**config.mk**
```make
export PLATFORM = sky130hd
export DESIGN_NAME = control_path_stall_cpu_flat
export DESIGN_NICKNAME = d
export VERILOG_FILES = /design/src/rtl/control_path_stall_cpu_if.sv /design/src/rtl/control_path_stall_cpu.sv /design/src/flat_wrapper.sv
export SDC_FILE = /design/constraint.sdc
export NUM_CORES = 1
export LEC_CHECK = 0
export ABC_AREA = 0
export CAP_MARGIN = 20
export CORE_UTILIZATION = 32
export CTS_BUF_LIST = sky130_fd_sc_hd__clkbuf_4
export CTS_CLUSTER_SIZE = 12
export DETAILED_ROUTE_END_ITERATION = 8
export PLACE_DENSITY = 0.84
export SETUP_SLACK_MARGIN = 0.2
export SLEW_MARGIN = 5
export SYNTH_ARGS = -nofsm -noshare
export SYNTH_HDL_FRONTEND = slang
export SYNTH_SLANG_ARGS = --single-unit
export TNS_END_PERCENT = 20
```
**constraint.sdc**
```tcl
create_clock -name clk -period 2.05 [get_ports clk]
set_clock_uncertainty 0.15 [all_clocks]
set_input_delay 0.41 -clock clk [delete_from_list [all_inputs] [get_ports clk]]
set_output_delay 0.41 -clock clk [all_outputs]
set_load 0.02 [all_outputs]
```
**src/rtl/control_path_stall_cpu_if.sv**
```systemverilog
// Decoder/hazard-controller bundle: instruction fields and hazard flags in,
// datapath strobes and stall status out.
interface control_path_stall_cpu_if #(
    parameter int unsigned CNT_W = 3
);
    logic [5:0]       opcode;
    logic [5:0]       funct;
    logic             is_alu_zero;
    logic             is_full_rnum1;
    logic             is_full_rnum2;

    logic             is_R_type;
    logic             is_I_type;
    logic             is_J_type;
    logic             is_write_from_mem;
    logic             is_write_reg;
    logic             is_write_mem;
    logic             is_load_PC;
    logic             is_link;
    logic [1:0]       control_mux_for_PC;
    logic [5:0]       opcode_alu;
    logic             is_nop;
    logic             is_previous_nop;
    logic [CNT_W-1:0] stall_count;
    logic             illegal_op;

    // Datapath side: supplies the instruction and hazard flags.
    modport master (
        output opcode, funct, is_alu_zero, is_full_rnum1, is_full_rnum2,
        input  is_R_type, is_I_type, is_J_type, is_write_from_mem, is_write_reg,
        input  is_write_mem, is_load_PC, is_link, control_mux_for_PC, opcode_alu,
        input  is_nop, is_previous_nop, stall_count, illegal_op
    );

    // Controller side.
    modport slave (
        input  opcode, funct, is_alu_zero, is_full_rnum1, is_full_rnum2,
        output is_R_type, is_I_type, is_J_type, is_write_from_mem, is_write_reg,
        output is_write_mem, is_load_PC, is_link, control_mux_for_PC, opcode_alu,
        output is_nop, is_previous_nop, stall_count, illegal_op
    );
endinterface

```
**src/rtl/control_path_stall_cpu.sv**
```systemverilog
// Instruction decoder and hazard controller for the single-issue MIPS-subset
// CPU. Inserts STALL_CYCLES bubbles per register hazard and halts on an
// illegal opcode until reset.
module control_path_stall_cpu #(
    parameter int unsigned WIDTH        = 32,
    parameter int unsigned STALL_CYCLES = 1,
    parameter int unsigned CNT_W        = 3,
    parameter int unsigned ENABLE_BNE   = 1
) (
    input  logic                    clk,
    input  logic                    rst,
    control_path_stall_cpu_if.slave ctrl
);
    localparam logic [5:0] OpRType = 6'b000000;
    localparam logic [5:0] OpAddi  = 6'b001000;
    localparam logic [5:0] OpLw    = 6'b100011;
    localparam logic [5:0] OpSw    = 6'b101011;
    localparam logic [5:0] OpBeq   = 6'b000100;
    localparam logic [5:0] OpBne   = 6'b000101;
    localparam logic [5:0] OpJ     = 6'b000010;
    localparam logic [5:0] OpJal   = 6'b000011;
    localparam logic [5:0] OpNop   = 6'b111111;

    localparam logic [5:0] FnAdd = 6'b100000;
    localparam logic [5:0] FnSub = 6'b100010;
    localparam logic [5:0] FnAnd = 6'b100100;
    localparam logic [5:0] FnOr  = 6'b100101;
    localparam logic [5:0] FnSlt = 6'b101010;

    // WIDTH is carried only for instantiation compatibility.
    if (WIDTH == 0 || STALL_CYCLES == 0 || STALL_CYCLES >= (1 << CNT_W)) begin : g_bad_params
        $error("control_path_stall_cpu: illegal parameter combination");
    end

    typedef enum logic [1:0] {StRun, StStall, StHalt} state_e;

    state_e           state_q, state_d;
    logic [CNT_W-1:0] stall_count_q, stall_count_d;
    logic             is_previous_nop_q, is_previous_nop_d;

    logic       hz;
    logic       dec_legal, dec_r, dec_i, dec_j, dec_wfm, dec_wreg, dec_wmem, dec_link;
    logic [1:0] dec_pc_sel;
    logic [5:0] dec_alu;

    // rt only matters for instructions that actually read it.
    assign hz = ctrl.is_full_rnum1 |
                (ctrl.is_full_rnum2 & ((ctrl.opcode == OpRType) | (ctrl.opcode == OpSw) |
                                       (ctrl.opcode == OpBeq) | (ctrl.opcode == OpBne)));

    assign ctrl.is_previous_nop = is_previous_nop_q;

    // Pure opcode/funct decode, used only when the cycle is not a bubble.
    always_comb begin
        dec_legal  = 1'b1;
        dec_r      = 1'b0;
        dec_i      = 1'b0;
        dec_j      = 1'b0;
        dec_wfm    = 1'b0;
        dec_wreg   = 1'b0;
        dec_wmem   = 1'b0;
        dec_link   = 1'b0;
        dec_pc_sel = 2'b00;
        dec_alu    = 6'b000000;
        unique case (ctrl.opcode)
            OpRType: begin
                dec_r = 1'b1;
                // Unknown funct executes as a nop rather than trapping.
                unique case (ctrl.funct)
                    FnAdd, FnSub, FnAnd, FnOr, FnSlt: begin
                        dec_alu  = ctrl.funct;
                        dec_wreg = 1'b1;
                    end
                    default: ;
                endcase
            end
            OpAddi: begin
                dec_i    = 1'b1;
                dec_wreg = 1'b1;
                dec_alu  = FnAdd;
            end
            OpLw: begin
                dec_i    = 1'b1;
                dec_wreg = 1'b1;
                dec_wfm  = 1'b1;
                dec_alu  = FnAdd;
            end
            OpSw: begin
                dec_i    = 1'b1;
                dec_wmem = 1'b1;
                dec_alu  = FnAdd;
            end
            OpBeq: begin
                dec_i      = 1'b1;
                dec_alu    = FnSub;
                dec_pc_sel = ctrl.is_alu_zero ? 2'b01 : 2'b00;
            end
            OpBne: begin
                if (ENABLE_BNE != 0) begin
                    dec_i      = 1'b1;
                    dec_alu    = FnSub;
                    dec_pc_sel = ctrl.is_alu_zero ? 2'b00 : 2'b01;
                end else begin
                    dec_legal = 1'b0;
                end
            end
            OpJ: begin
                dec_j      = 1'b1;
                dec_pc_sel = 2'b10;
            end
            OpJal: begin
                dec_j      = 1'b1;
                dec_wreg   = 1'b1;
                dec_link   = 1'b1;
                dec_pc_sel = 2'b10;
            end
            OpNop:   ;
            default: dec_legal = 1'b0;
        endcase
    end

    // FSM next state and outputs; everything stays zero while reset is held.
    always_comb begin
        state_d                 = state_q;
        stall_count_d           = stall_count_q;
        is_previous_nop_d       = is_previous_nop_q;
        ctrl.is_R_type          = 1'b0;
        ctrl.is_I_type          = 1'b0;
        ctrl.is_J_type          = 1'b0;
        ctrl.is_write_from_mem  = 1'b0;
        ctrl.is_write_reg       = 1'b0;
        ctrl.is_write_mem       = 1'b0;
        ctrl.is_load_PC         = 1'b0;
        ctrl.is_link            = 1'b0;
        ctrl.control_mux_for_PC = 2'b00;
        ctrl.opcode_alu         = 6'b000000;
        ctrl.is_nop             = 1'b0;
        ctrl.stall_count        = '0;
        ctrl.illegal_op         = 1'b0;
        if (rst) begin
            unique case (state_q)
                StRun: begin
                    // A hazard right after a bubble is ignored so the pipe always advances.
                    if (hz && !is_previous_nop_q) begin
                        ctrl.is_nop       = 1'b1;
                        ctrl.stall_count  = CNT_W'(STALL_CYCLES - 1);
                        is_previous_nop_d = 1'b1;
                        if (STALL_CYCLES > 1) begin
                            stall_count_d = CNT_W'(STALL_CYCLES - 1);
                            state_d       = StStall;
                        end
                    end else if (!dec_legal) begin
                        is_previous_nop_d = 1'b0;
                        state_d           = StHalt;
                    end else begin
                        ctrl.is_R_type          = dec_r;
                        ctrl.is_I_type          = dec_i;
                        ctrl.is_J_type          = dec_j;
                        ctrl.is_write_from_mem  = dec_wfm;
                        ctrl.is_write_reg       = dec_wreg;
                        ctrl.is_write_mem       = dec_wmem;
                        ctrl.is_link            = dec_link;
                        ctrl.control_mux_for_PC = dec_pc_sel;
                        ctrl.opcode_alu         = dec_alu;
                        ctrl.is_load_PC         = 1'b1;
                        is_previous_nop_d       = 1'b0;
                    end
                end
                StStall: begin
                    // Counter holds bubbles remaining including this one.
                    ctrl.is_nop       = 1'b1;
                    ctrl.stall_count  = stall_count_q - CNT_W'(1);
                    stall_count_d     = stall_count_q - CNT_W'(1);
                    is_previous_nop_d = 1'b1;
                    if (stall_count_q == CNT_W'(1)) begin
                        stall_count_d = '0;
                        state_d       = StRun;
                    end
                end
                StHalt: begin
                    ctrl.illegal_op = 1'b1;
                end
                default: begin
                    state_d = StRun;
                end
            endcase
        end
    end

    // State, counter and bubble-history registers.
    always_ff @(posedge clk or negedge rst) begin
        if (!rst) begin
            state_q           <= StRun;
            stall_count_q     <= '0;
            is_previous_nop_q <= 1'b1;
        end else begin
            state_q           <= state_d;
            stall_count_q     <= stall_count_d;
            is_previous_nop_q <= is_previous_nop_d;
        end
    end
endmodule
```
**src/flat_wrapper.sv**
```systemverilog
// flat-port wrapper written by rule: the top's interface ports become plain ports
module control_path_stall_cpu_flat 
#(
    parameter int unsigned WIDTH        = 32,
    parameter int unsigned STALL_CYCLES = 1,
    parameter int unsigned CNT_W        = 3,
    parameter int unsigned ENABLE_BNE   = 1
)
  (clk, rst, ctrl_opcode, ctrl_funct, ctrl_is_alu_zero, ctrl_is_full_rnum1, ctrl_is_full_rnum2, ctrl_is_R_type, ctrl_is_I_type, ctrl_is_J_type, ctrl_is_write_from_mem, ctrl_is_write_reg, ctrl_is_write_mem, ctrl_is_load_PC, ctrl_is_link, ctrl_control_mux_for_PC, ctrl_opcode_alu, ctrl_is_nop, ctrl_is_previous_nop, ctrl_stall_count, ctrl_illegal_op);
  control_path_stall_cpu_if #(.CNT_W(CNT_W)) ctrl_i ();
  input  logic clk;
  input  logic rst;
  input wire logic [$bits(ctrl_i.opcode)-1:0] ctrl_opcode;
  input wire logic [$bits(ctrl_i.funct)-1:0] ctrl_funct;
  input wire logic [$bits(ctrl_i.is_alu_zero)-1:0] ctrl_is_alu_zero;
  input wire logic [$bits(ctrl_i.is_full_rnum1)-1:0] ctrl_is_full_rnum1;
  input wire logic [$bits(ctrl_i.is_full_rnum2)-1:0] ctrl_is_full_rnum2;
  output wire logic [$bits(ctrl_i.is_R_type)-1:0] ctrl_is_R_type;
  output wire logic [$bits(ctrl_i.is_I_type)-1:0] ctrl_is_I_type;
  output wire logic [$bits(ctrl_i.is_J_type)-1:0] ctrl_is_J_type;
  output wire logic [$bits(ctrl_i.is_write_from_mem)-1:0] ctrl_is_write_from_mem;
  output wire logic [$bits(ctrl_i.is_write_reg)-1:0] ctrl_is_write_reg;
  output wire logic [$bits(ctrl_i.is_write_mem)-1:0] ctrl_is_write_mem;
  output wire logic [$bits(ctrl_i.is_load_PC)-1:0] ctrl_is_load_PC;
  output wire logic [$bits(ctrl_i.is_link)-1:0] ctrl_is_link;
  output wire logic [$bits(ctrl_i.control_mux_for_PC)-1:0] ctrl_control_mux_for_PC;
  output wire logic [$bits(ctrl_i.opcode_alu)-1:0] ctrl_opcode_alu;
  output wire logic [$bits(ctrl_i.is_nop)-1:0] ctrl_is_nop;
  output wire logic [$bits(ctrl_i.is_previous_nop)-1:0] ctrl_is_previous_nop;
  output wire logic [$bits(ctrl_i.stall_count)-1:0] ctrl_stall_count;
  output wire logic [$bits(ctrl_i.illegal_op)-1:0] ctrl_illegal_op;
  assign ctrl_i.opcode = ctrl_opcode;
  assign ctrl_i.funct = ctrl_funct;
  assign ctrl_i.is_alu_zero = ctrl_is_alu_zero;
  assign ctrl_i.is_full_rnum1 = ctrl_is_full_rnum1;
  assign ctrl_i.is_full_rnum2 = ctrl_is_full_rnum2;
  assign ctrl_is_R_type = ctrl_i.is_R_type;
  assign ctrl_is_I_type = ctrl_i.is_I_type;
  assign ctrl_is_J_type = ctrl_i.is_J_type;
  assign ctrl_is_write_from_mem = ctrl_i.is_write_from_mem;
  assign ctrl_is_write_reg = ctrl_i.is_write_reg;
  assign ctrl_is_write_mem = ctrl_i.is_write_mem;
  assign ctrl_is_load_PC = ctrl_i.is_load_PC;
  assign ctrl_is_link = ctrl_i.is_link;
  assign ctrl_control_mux_for_PC = ctrl_i.control_mux_for_PC;
  assign ctrl_opcode_alu = ctrl_i.opcode_alu;
  assign ctrl_is_nop = ctrl_i.is_nop;
  assign ctrl_is_previous_nop = ctrl_i.is_previous_nop;
  assign ctrl_stall_count = ctrl_i.stall_count;
  assign ctrl_illegal_op = ctrl_i.illegal_op;
  control_path_stall_cpu #(.WIDTH(WIDTH), .STALL_CYCLES(STALL_CYCLES), .CNT_W(CNT_W), .ENABLE_BNE(ENABLE_BNE)) u_core (.clk(clk), .rst(rst), .ctrl(ctrl_i));
endmodule
```
==> flow_metrics.py, run 1 <==
metrics = {
    "yosys": {
        "yosysUniqueCellTypes": 37,
        "synthArstFlopShare_pct": 100,
        "yosys.area.top_type_share_pct": 9.11,
        "syn_area_sq_um": 549,
        "yosys-top-cells-count": "nor3_1, nor2_1, inv_1",
        "synthFlopType": "dfstp_2",
        "yosysMostFrequentCell": "nor3_1",
        "postSynthCellCount": 77,
        "synthTopCellsByArea": "nor3_1, buf_6, buf_4",
        "synth_area_leader_cell": "nor3_1",
        "ys_seq_area_share_pct": 9.34,
        "avgSynthCellArea_sq_um": 7.13,
        "synth_edf_count": 0,
        "yosys_warnings": 0,
        "ys_ff_latch": 2,
    },
    "cts": {
        "htree_levels": 1,
        "cts_max_path_buffers": 2,
        "cts_hold_buf": 0,
        "cts_made_buffers": 3,
        "cts-root-buf": "clkbuf_4",
        "cts_sinks": 2,
    },
    "placement": {
        "dpl.hpwl_microns": 1730,
        "placed_cells": 150,
        "numPortBuffers": 34,
        "globalplace.congestion": 0.954,
    },
    "floorplan": {
        "std_cell_rows": 14,
        "io_pins": 39,
        "die_h_microns": 43.4,
        "initial_core_util_pct": 35.2,
        "dieWidth_microns": 43.4,
    },
    "status": {
        "status": "did not finish",
        "stop_error": "[ERROR DPL-0033] detailed placement checks failed during check placement.",
        "stop_stage": "global routing",
    },
    "sta": {
        "timing.grt.repair.worst_endpoint": "ctrl_opcode_alu[1]",
        "endpoint_type": "primary output",
    },
    "grt": {
        "antenna_found_initial": 0,
        "grt_max_degree": 9,
    },
}
-- repair_timing --
| action | 4_1_cts |
|---|---|
| pin swaps | 16 |
| resized for setup | 147 |
| buffers inserted | 6 |
| cloned | 2 |
| setup endpoints to repair | 20 |
-- metrics by stage --
step / instance area [sq um] / hold slack, ps / utilization, % / setup TNS, ps / worst slack (ps)
detailed placement: 1250 / 389 / 79.9 / -18730 / -1260
CTS: 1470 / 55.0 / 94.1 / -5410 / -423
floorplan: 733 / -35.6 / - / -2410 / -228
global placement: 1250 / 381 / 79.9 / -18140 / -1220
-- logic make-up after synthesis --
kind of cell	Yosys count	share of synthesized area, %
simple gates	44	46.0
buf+inv	15	18.7
compound gates	13	21.9
flops	2	9.34
xor+xnor	1	1.59
mux	1	1.82
other cells	1	0.683
==> inputs of run 2 (changes only) <==
--- a/config.mk
+++ b/config.mk
@@ -7,12 +7,10 @@
 export LEC_CHECK = 0
 export ABC_AREA = 0
 export CAP_MARGIN = 20
-export CORE_UTILIZATION = 32
-export CTS_BUF_LIST = sky130_fd_sc_hd__clkbuf_4
-export CTS_CLUSTER_SIZE = 12
+export CORE_AREA = 2 2 63 65
 export DETAILED_ROUTE_END_ITERATION = 8
-export PLACE_DENSITY = 0.84
-export SETUP_SLACK_MARGIN = 0.2
+export DIE_AREA = 0 0 65 67
+export PLACE_DENSITY_LB_ADDON = 0.15
 export SLEW_MARGIN = 5
 export SYNTH_ARGS = -nofsm -noshare
 export SYNTH_HDL_FRONTEND = slang
==> constraint.sdc (replaced) <==
create_clock -name clk -period 2.7 [get_ports clk]
set_clock_uncertainty 0.15 [all_clocks]
set_input_delay 0.54 -clock clk [delete_from_list [all_inputs] [get_ports clk]]
set_output_delay 0.54 -clock clk [all_outputs]
set_load 0.02 [all_outputs]
==> run 2 against run 1 <==
- synthesized cell count is the same
- synthesized area is the same
- the flow now finishes without violations
==> flow_metrics.py, run 2 <==
metrics = {
    "status": {
        "status": "finished, final reports clean",
    },
    "critical_path": {
        "critPathMaxStageDelay_ps": 550,
        "crit_arrival_ps": 1990,
        "r2r-start": "u_core.ctrl.is_previous_nop",
        "crit_path_top_delay_cell": "or4b_4",
        "endpoint_kind": "output port",
        "start_kind": "input port",
        "crit_path_cell_trace": "buf_8, or4b_4, o22ai_4, a21oi_4, a2111oi_4, buf_4",
        "critPathRequiredTime_ps": 2010,
        "critical_path.max_fanout": 6,
        "setup.worst_path.start": "ctrl_opcode[5]",
        "critical_path_class": "input port to output port",
        "ff2ff_setup_slack_ps": 1070,
    },
    "yosys": {
        "yosysUniqueCellTypes": 37,
        "synth_edf_count": 0,
        "postSynthCellCount": 77,
        "yosys_warnings": 0,
        "syn_area_sq_um": 549,
        "yosysMostFrequentCell": "nor3_1",
        "ys_ff_latch": 2,
        "yosys-top-cells-count": "nor3_1, nor2_1, inv_1",
        "yosys.area.top_type_share_pct": 9.11,
        "ys_seq_area_share_pct": 9.34,
        "synthArstFlopShare_pct": 100,
        "synthTopCellsByArea": "nor3_1, buf_6, buf_4",
        "synth_area_leader_cell": "nor3_1",
        "avgSynthCellArea_sq_um": 7.13,
        "synthFlopType": "dfstp_2",
    },
    "cts": {
        "cts_sinks": 2,
        "cts-root-buf": "clkbuf_8",
        "clk_latency_ps": 220,
        "cts_tree": "built",
        "cts_made_buffers": 3,
        "cts_max_path_buffers": 2,
        "htree_levels": 1,
        "cts_hold_buf": 0,
        "clk_pin_slew_ps": 30,
    },
    "sta": {
        "finalMaxSlewViolations": 0,
        "max_freq_mhz": 373,
        "rsz0062_at_grt": "yes",
        "min_period_over_period_pct": 99.2,
        "hold_viol": 0,
        "layout_min_cycle_time_ps": 2680,
        "hold_ws_ps": 211,
        "final-setup-viol-count": 0,
    },
    "floorplan": {
        "dieWidth_microns": 65,
        "io_pins": 39,
        "initial_core_util_pct": 15.2,
        "die_h_microns": 67,
        "core_area_sq_um": 3610,
        "std_cell_rows": 22,
        "dieArea_sq_um": 4360,
    },
    "placement": {
        "globalplace.congestion": 0.708,
        "dpl.hpwl_microns": 1710,
        "numPortBuffers": 34,
        "placed_cells": 181,
    },
    "route": {
        "drt_iter0_drc": 15,
        "wl_per_cell_microns": 12.2,
        "wl_microns": 2340,
        "drc": 0,
        "vias": 819,
        "routed_via_density": 4.29,
        "ant_nets": 0,
        "first_pass_iters": 4,
    },
    "grt": {
        "grt_pass1_vias": 857,
        "grt_use_total_pct": 12.0,
        "antenna_found_initial": 0,
        "grt_max_degree": 9,
        "grt-ovfl-total": 0,
        "grt_pass1_wl_microns": 3970,
    },
    "cells_and_area": {
        "synthToLayoutAreaGrowth_pct": 123,
        "most-common-layout-cells": "buf_4, buf_2, clkdlybuf4s50_1",
        "fin_cells": 191,
        "final_common_cell": "buf_4",
        "fillCellCount": 399,
        "layout.nets": 161,
        "diodes": 0,
        "drive_gt1_share_pct": 55.9,
    },
    "pwr": {
        "leakage_uw": 0.000539,
        "ir_worst_vdd_uv": 82.6,
        "total_power_uw": 347,
        "p_per_area_nw_per_um2": 283,
    },
    "worst_hold_path": {
        "min_path_type": "input port to async pin",
    },
    "run": {
        "maxCapViolations": 0,
    },
}
[run 2: cell counts after synthesis]
Identical to the previous run, type by type.
[run 2: cell type report]
type	count	area, sq um	area share [%]
flip-flops and latches	2	51.3	4.19
repair buffers	67	507	41.4
clock buffers	4	45.0	3.68
inverters	6	22.5	1.84
multi-input cells	64	539	44.0
well taps	48	60.1	4.90
[run 2: path summary, 6_finish.rpt]
check,to,cells past startpoint
worst max-delay path,ctrl_is_write_reg,6
worst max register to register,u_core.state_q[1],7
worst min register to register,u_core.state_q[1],2
min in group clk,u_core.state_q[1],2
worst min-delay path,u_core.state_q[1],2
max in group asynchronous,u_core.ctrl.is_previous_nop,2
[run 2: timing repair]
action / in CTS / in global routing
endpoints found under the setup margin: 16 / 9
pin swaps: 10 / 7
resized for setup: 128 / 7
cloned: 2 / 0
setup buffers: 4 / 0
[run 2: worst max-delay path: cells and delay by family]
kind | cells | cell delay (ps)
and+or+nand+nor | 1 | 550
buffers and inverters | 2 | 290
AOI/OAI and AO/OA | 3 | 600
[run 2: where the power goes]
part | internal, uW | switching [uW] | total, uW | leakage [uW]
Combinational | 92.1 | 76.0 | 168 | 0.000497
Sequential | 40.2 | 9.91 | 50.1 | 0.0000193
Clock | 100 | 28.2 | 129 | 0.0000228
Total | 233 | 114 | 347 | 0.000539
[run 2: kinds of logic (layout without fill, tap and decap cells)]
logic type	count (synthesis)	count (layout)	share of synthesized area, %
flops	2	2	9.34
xor+xnor	1	1	1.59
mux	1	1	1.82
compound gates	13	14	21.9
other cells	1	4	0.683
simple gates	44	44	46.0
buf+inv	15	77	18.7
[run 2: routing by layer]
layer / wire length, microns / track usage (%) / part of all wire [%] / vias to the layer above
li1: - / - / - / 403
met1: 948 / 13.3 / 41 / 386
met2: 1220 / 22.3 / 52 / 25
met3: 124 / 2.36 / 5.3 / 5
met4: 44 / 5.05 / 1.9 / 0
met5: 0 / 0 / 0 / -
[run 2: stage by stage]
step / instance area [sq um] / TNS, ps / setup slack (ps) / util [%]
6_report: 1220 / 0 / 22.6 / 34.0
5_1_grt: 1220 / -121 / -41.4 / 34.0
4_1_cts: 1220 / -0.892 / -0.892 / 33.8
3_5_place_dp: 1090 / -12050 / -843 / 30.3
3_3_place_gp: 1090 / -12390 / -882 / 30.3
2_1_floorplan: 561 / -311 / -49.6 / -
No activity file was read; power rests on OpenSTA's default activity.
==> inputs of run 3 (changes only) <==
--- a/config.mk
+++ b/config.mk
@@ -10,9 +10,9 @@
 export CORE_AREA = 2 2 63 65
 export DETAILED_ROUTE_END_ITERATION = 8
 export DIE_AREA = 0 0 65 67
-export PLACE_DENSITY_LB_ADDON = 0.15
+export PLACE_DENSITY = 0.42
 export SLEW_MARGIN = 5
 export SYNTH_ARGS = -nofsm -noshare
 export SYNTH_HDL_FRONTEND = slang
 export SYNTH_SLANG_ARGS = --single-unit
-export TNS_END_PERCENT = 20
+export TNS_END_PERCENT = 10
==> run 3 against run 2 <==
- critical path depth did not move
- core utilization rose by 0.14 points
- register-to-register slack better by 90 ps
- largest cell class unchanged
- largest power group unchanged
- highest routed layer is now met3
==> flow_metrics.py, run 3 (synthesized netlist as in run 2, its figures left out) <==
metrics = {
    "status": {
        "status": "finished, final reports clean",
    },
    "route": {
        "drt_iter0_drc": 14,
        "vias": 771,
        "wl_per_cell_microns": 12.0,
        "routed_via_density": 4.12,
        "ant_nets": 0,
        "first_pass_iters": 4,
        "wl_microns": 2250,
        "drc": 0,
    },
    "placement": {
        "numPortBuffers": 34,
        "globalplace.congestion": 0.736,
        "dpl.hpwl_microns": 1660,
        "dpl_cell_area_sq_um": 1080,
    },
    "floorplan": {
        "die_h_microns": 67,
        "dieArea_sq_um": 4360,
        "dieWidth_microns": 65,
        "io_pins": 39,
        "std_cell_rows": 22,
        "core_area_sq_um": 3610,
        "initial_core_util_pct": 15.2,
    },
    "cts": {
        "clk_pin_slew_ps": 30,
        "clk_latency_ps": 220,
        "cts-root-buf": "clkbuf_8",
        "cts_made_buffers": 3,
        "cts_hold_buf": 0,
        "cts_sinks": 2,
        "cts_max_path_buffers": 2,
        "cts_tree": "built",
        "htree_levels": 1,
    },
    "pwr": {
        "total_power_uw": 331,
        "swShare_pct": 33.3,
        "p_seq_share_pct": 15.5,
        "internal-power_uw": 221,
        "power_frac_clock_pct": 38.9,
        "p_switching_uw": 110,
        "leakage_uw": 0.000527,
        "ir_worst_vdd_uv": 100,
        "p_per_area_nw_per_um2": 269,
        "comb_power_share_pct": 45.6,
    },
    "grt": {
        "grt_pass1_wl_microns": 3510,
        "grt-ovfl-total": 0,
        "grt_max_degree": 9,
        "antenna_found_initial": 0,
        "grt_pass1_vias": 747,
        "grt_use_total_pct": 10.5,
    },
    "sta": {
        "hold_ws_ps": 192,
        "hold_viol": 0,
        "max_freq_mhz": 373,
        "tns_ps": 0,
        "min_period_over_period_pct": 99.2,
        "layout_min_cycle_time_ps": 2680,
        "rsz0062_at_grt": "yes",
        "finalMaxSlewViolations": 0,
        "final-setup-viol-count": 0,
    },
    "critical_path": {
        "start_kind": "input port",
        "crit_path_top_delay_cell": "or4b_4",
        "endpoint_kind": "output port",
        "crit_path_cell_trace": "buf_4, or4b_4, o22ai_4, a21oi_4, a2111oi_4, buf_4",
        "critPathRequiredTime_ps": 2010,
        "critical_path.max_fanout": 8,
        "r2r-start": "u_core.ctrl.is_previous_nop",
        "r2r_cells": 6,
        "critical_path_class": "input port to output port",
        "ff2ff_setup_slack_ps": 1160,
        "timing.rr.end": "u_core.state_q[1]",
        "critPathMaxStageDelay_ps": 540,
        "crit_arrival_ps": 1990,
        "crit_top_cell": "buf_4",
    },
    "worst_hold_path": {
        "min_path_type": "input port to async pin",
    },
    "cells_and_area": {
        "synthToLayoutAreaGrowth_pct": 124,
        "fin_area_sq_um": 1230,
        "fin_util_pct": 34.1,
        "diodes": 0,
        "final_common_cell": "buf_4",
        "layout.nets": 157,
        "drive_gt1_share_pct": 57.6,
        "most-common-layout-cells": "buf_4, buf_2, dlygate4sd2_1",
    },
    "run": {
        "maxCapViolations": 0,
    },
}
-- run 3: through the flow --
step / cells / setup slack [ps]
floorplan: 80 / -49.6
global placement: 179 / -853
detailed placement: 179 / -814
CTS: 187 / 4.52
global route: 187 / -21.7
finish: 187 / 22.6
-- run 3: worst max path at each step --
stage / start / endpoint / slack (ps) / cells past startpoint
2_1_floorplan: ctrl_opcode[1] / ctrl_control_mux_for_PC[1] / -50 / 6
3_3_place_gp: ctrl_opcode[3] / ctrl_opcode_alu[5] / -850 / 7
3_5_place_dp: ctrl_opcode[3] / ctrl_opcode_alu[5] / -810 / 7
4_1_cts: ctrl_opcode[3] / ctrl_is_write_reg / 5 / 6
5_1_grt: ctrl_opcode[3] / ctrl_is_write_reg / -20 / 6
6_report: ctrl_opcode[3] / ctrl_is_write_reg / 20 / 6
-- run 3: cell type report --
type,count,area [sq um]
Timing Repair Buffer,64,513
Sequential cell,2,51.3
Multi-Input combinational cell,63,538
Fill cell,405,2380
Inverter,6,22.5
Clock buffer,4,45.0
Tap cell,48,60.1
-- run 3: metal layers --
layer,routed length [microns],GRT usage [%],up-vias
li1,-,-,396
met1,1120,14.4,351
met2,1040,16.4,24
met3,92,1.52,0
met4,0,3.99,0
met5,0,0,-
-- run 3: worst max-delay path: cells and delay by family --
| family | cells | cell delay, ps |
|---|---|---|
| compound gates | 3 | 590 |
| buf+inv | 2 | 330 |
| simple gates | 1 | 540 |
-- run 3: power groups by stage --
stage	logic, uW	registers (uW)	clock network (uW)
after CTS	150	51.6	134
after global routing	162	52.6	137
final	151	51.3	129
after global placement	129	45.2	0
after floorplan	58.9	52.3	0
after detailed placement	129	45.8	0
-- run 3: repair_timing --
item,4_1_cts,5_1_grt
gates resized for setup,128,6
endpoints found under the hold margin,0,0
setup endpoints to repair,16,7
gates cloned,1,0
pin swaps,9,7
buffers inserted,3,0
==> inputs of run 4 (changes only) <==
--- a/config.mk
+++ b/config.mk
@@ -10,7 +10,9 @@
 export CORE_AREA = 2 2 63 65
 export DETAILED_ROUTE_END_ITERATION = 8
 export DIE_AREA = 0 0 65 67
-export PLACE_DENSITY = 0.42
+export DONT_BUFFER_PORTS = 1
+export PLACE_DENSITY = 0.3
+export SKIP_LAST_GASP = 1
 export SLEW_MARGIN = 5
 export SYNTH_ARGS = -nofsm -noshare
 export SYNTH_HDL_FRONTEND = slang
==> run 4 against run 3 <==
- sequential cell count did not move
- first-iteration DRC count fell by 7.1%
- non-clock buffer count fell by 43
- count of clock-buffer cells in the layout did not move
- maximum frequency rose by 5.4%
- design area fell by 38%
- worst hold slack got worse by 160 ps
- sequential power fell by 14%
- register-to-register slack improved by 30 ps
- combinational power fell by 53%
- power fell by 27%
- critical path type is now register to output port
- highest routed layer is now met4
==> flow_metrics.py, run 4 (synthesized netlist as in run 2, its figures left out) <==
metrics = {
    "sta": {
        "hold_viol": 0,
        "hold_ws_ps": 27.6,
        "max_freq_mhz": 394,
        "final-setup-viol-count": 0,
        "rsz0062_at_grt": "yes",
        "relSlewSlack_pct": 65.5,
        "finalMaxSlewViolations": 0,
        "min_period_over_period_pct": 94.1,
        "layout_min_cycle_time_ps": 2540,
        "tightest_slew_ps": 518,
    },
    "critical_path": {
        "timing.rr.end": "u_core.state_q[1]",
        "critical_path_class": "register to output port",
        "start_kind": "register",
        "ff2ff_setup_slack_ps": 1190,
        "crit_arrival_ps": 1850,
        "endpoint_kind": "output port",
        "critPathRequiredTime_ps": 2010,
        "critical_path.max_fanout": 9,
        "r2r_cells": 4,
        "r2r-start": "u_core.ctrl.is_previous_nop",
    },
    "route": {
        "ant_nets": 0,
        "first_pass_iters": 4,
        "vias": 607,
        "wl_microns": 1800,
        "drc": 0,
        "routed_via_density": 4.22,
        "wl_per_cell_microns": 12.5,
        "drt_iter0_drc": 13,
    },
    "cells_and_area": {
        "drive_gt1_share_pct": 37.5,
        "diodes": 0,
        "synthToLayoutAreaGrowth_pct": 38.5,
        "fillCellCount": 420,
        "fin_area_sq_um": 761,
        "layout.nets": 114,
        "regArea_sq_um": 51.3,
        "most-common-layout-cells": "buf_4, nor3_1, nor2_1, inv_1",
        "multi_input_area_sq_um": 422,
        "final_common_cell": "buf_4",
    },
    "floorplan": {
        "core_area_sq_um": 3610,
        "std_cell_rows": 22,
        "dieWidth_microns": 65,
        "initial_core_util_pct": 15.2,
        "io_pins": 39,
        "die_h_microns": 67,
        "dieArea_sq_um": 4360,
    },
    "pwr": {
        "power_frac_clock_pct": 52.0,
        "internal-power_uw": 170,
        "ir_worst_vdd_uv": 123,
        "p_per_area_nw_per_um2": 317,
        "leakage_uw": 0.000291,
        "comb_power_share_pct": 29.7,
        "p_switching_uw": 71.0,
        "p_seq_share_pct": 18.4,
        "swShare_pct": 29.5,
    },
    "placement": {
        "dpl.hpwl_microns": 1500,
        "numPortBuffers": 0,
        "dpl_cell_area_sq_um": 691,
        "globalplace.congestion": 0.682,
    },
    "cts": {
        "htree_levels": 1,
        "cts_max_path_buffers": 2,
        "cts_tree": "built",
        "cts-root-buf": "clkbuf_8",
        "clk_pin_slew_ps": 30,
        "cts_made_buffers": 3,
        "cts_sinks": 2,
        "clk_latency_ps": 210,
    },
    "grt": {
        "grt_max_degree": 12,
        "grt_pass1_wl_microns": 2960,
        "grt_use_total_pct": 8.97,
        "antenna_found_initial": 0,
        "grt-ovfl-total": 0,
        "grt_pass1_vias": 613,
    },
    "run": {
        "maxCapViolations": 0,
    },
    "status": {
        "status": "finished, final reports clean",
    },
    "worst_hold_path": {
        "min_path_type": "input port to async pin",
    },
}
-- run 4: cell types whose count changed in the layout (fill, tap and decap cells not counted), moves of 3 or more --
| cell | delta |
|---|---|
| buf_4 | -10 |
| nor2b_4 | -3 |
| dlygate4sd2_1 | -8 |
| buf_2 | -12 |
| buf_6 | -5 |
| nor3_1 | +6 |
| nor2b_1 | +3 |
| clkdlybuf4s50_1 | -6 |
| nor3_2 | -6 |
-- run 4: routing by layer --
layer / up-vias / share of wire [%] / track usage, %
met1: 274 / 39 / 10.1
met5: - / 0 / 0
met2: 19 / 53 / 16.1
met3: 2 / 7.3 / 3.04
li1: 312 / - / -
met4: 0 / 0.33 / 2.39
-- run 4: through the flow --
stage | util (%) | worst slack [ps] | total power (uW) | std cells | setup TNS (ps)
4_1_cts | 20.9 | -6.91 | 246 | 144 | -19.1
5_1_grt | 21.1 | -34.2 | 262 | 144 | -48.2
2_1_floorplan | - | -49.6 | 111 | 80 | -311
6_report | 21.1 | 159 | 241 | 144 | 0
3_5_place_dp | 19.2 | 71.7 | 114 | 139 | 0
3_3_place_gp | 19.2 | 78.2 | 114 | 139 | 0
-- run 4: area by class of cell --
type	count	area share (%)
multi-input cells	63	55.4
clock buffers	4	5.92
flip-flops and latches	2	6.74
inverters	6	2.96
repair buffers	21	21.1
well taps	48	7.89
-- run 4: worst max-delay path, cell delays in order (launching register included) --
cell      delay [ps]
dfstp_2          530
nor2b_1           80
a311oi_2         310
nand2_2          150
buf_4            190
nor3_1           210
buf_4            180
-- run 4: worst max path at each step --
stage,startpoint,to,cells after the start
floorplan,ctrl_opcode[1],ctrl_control_mux_for_PC[1],6
global placement,ctrl_opcode[1],ctrl_opcode_alu[1],6
detailed placement,ctrl_opcode[1],ctrl_opcode_alu[2],5
CTS,ctrl_opcode[1],ctrl_opcode_alu[2],5
global route,ctrl_opcode[1],ctrl_opcode_alu[1],6
finish,u_core.ctrl.is_previous_nop,ctrl_is_write_from_mem,6
-- run 4: power by group through the flow --
stage	Combinational [uW]	Clock (uW)	Sequential, uW
after floorplan	58.9	0	52.3
after global placement	69.6	0	44.3
after detailed placement	69.5	0	44.9
after CTS	72.3	129	44.6
after global routing	79.5	137	46.2
final	71.5	125	44.2
-- run 4: timing repair --
action,CTS,global route
pin swaps,0,0
hold buffers,1,0
endpoints found under the hold margin,1,0
endpoints found under the setup margin,2,13
gates resized for setup,1,2
setup buffers,0,0
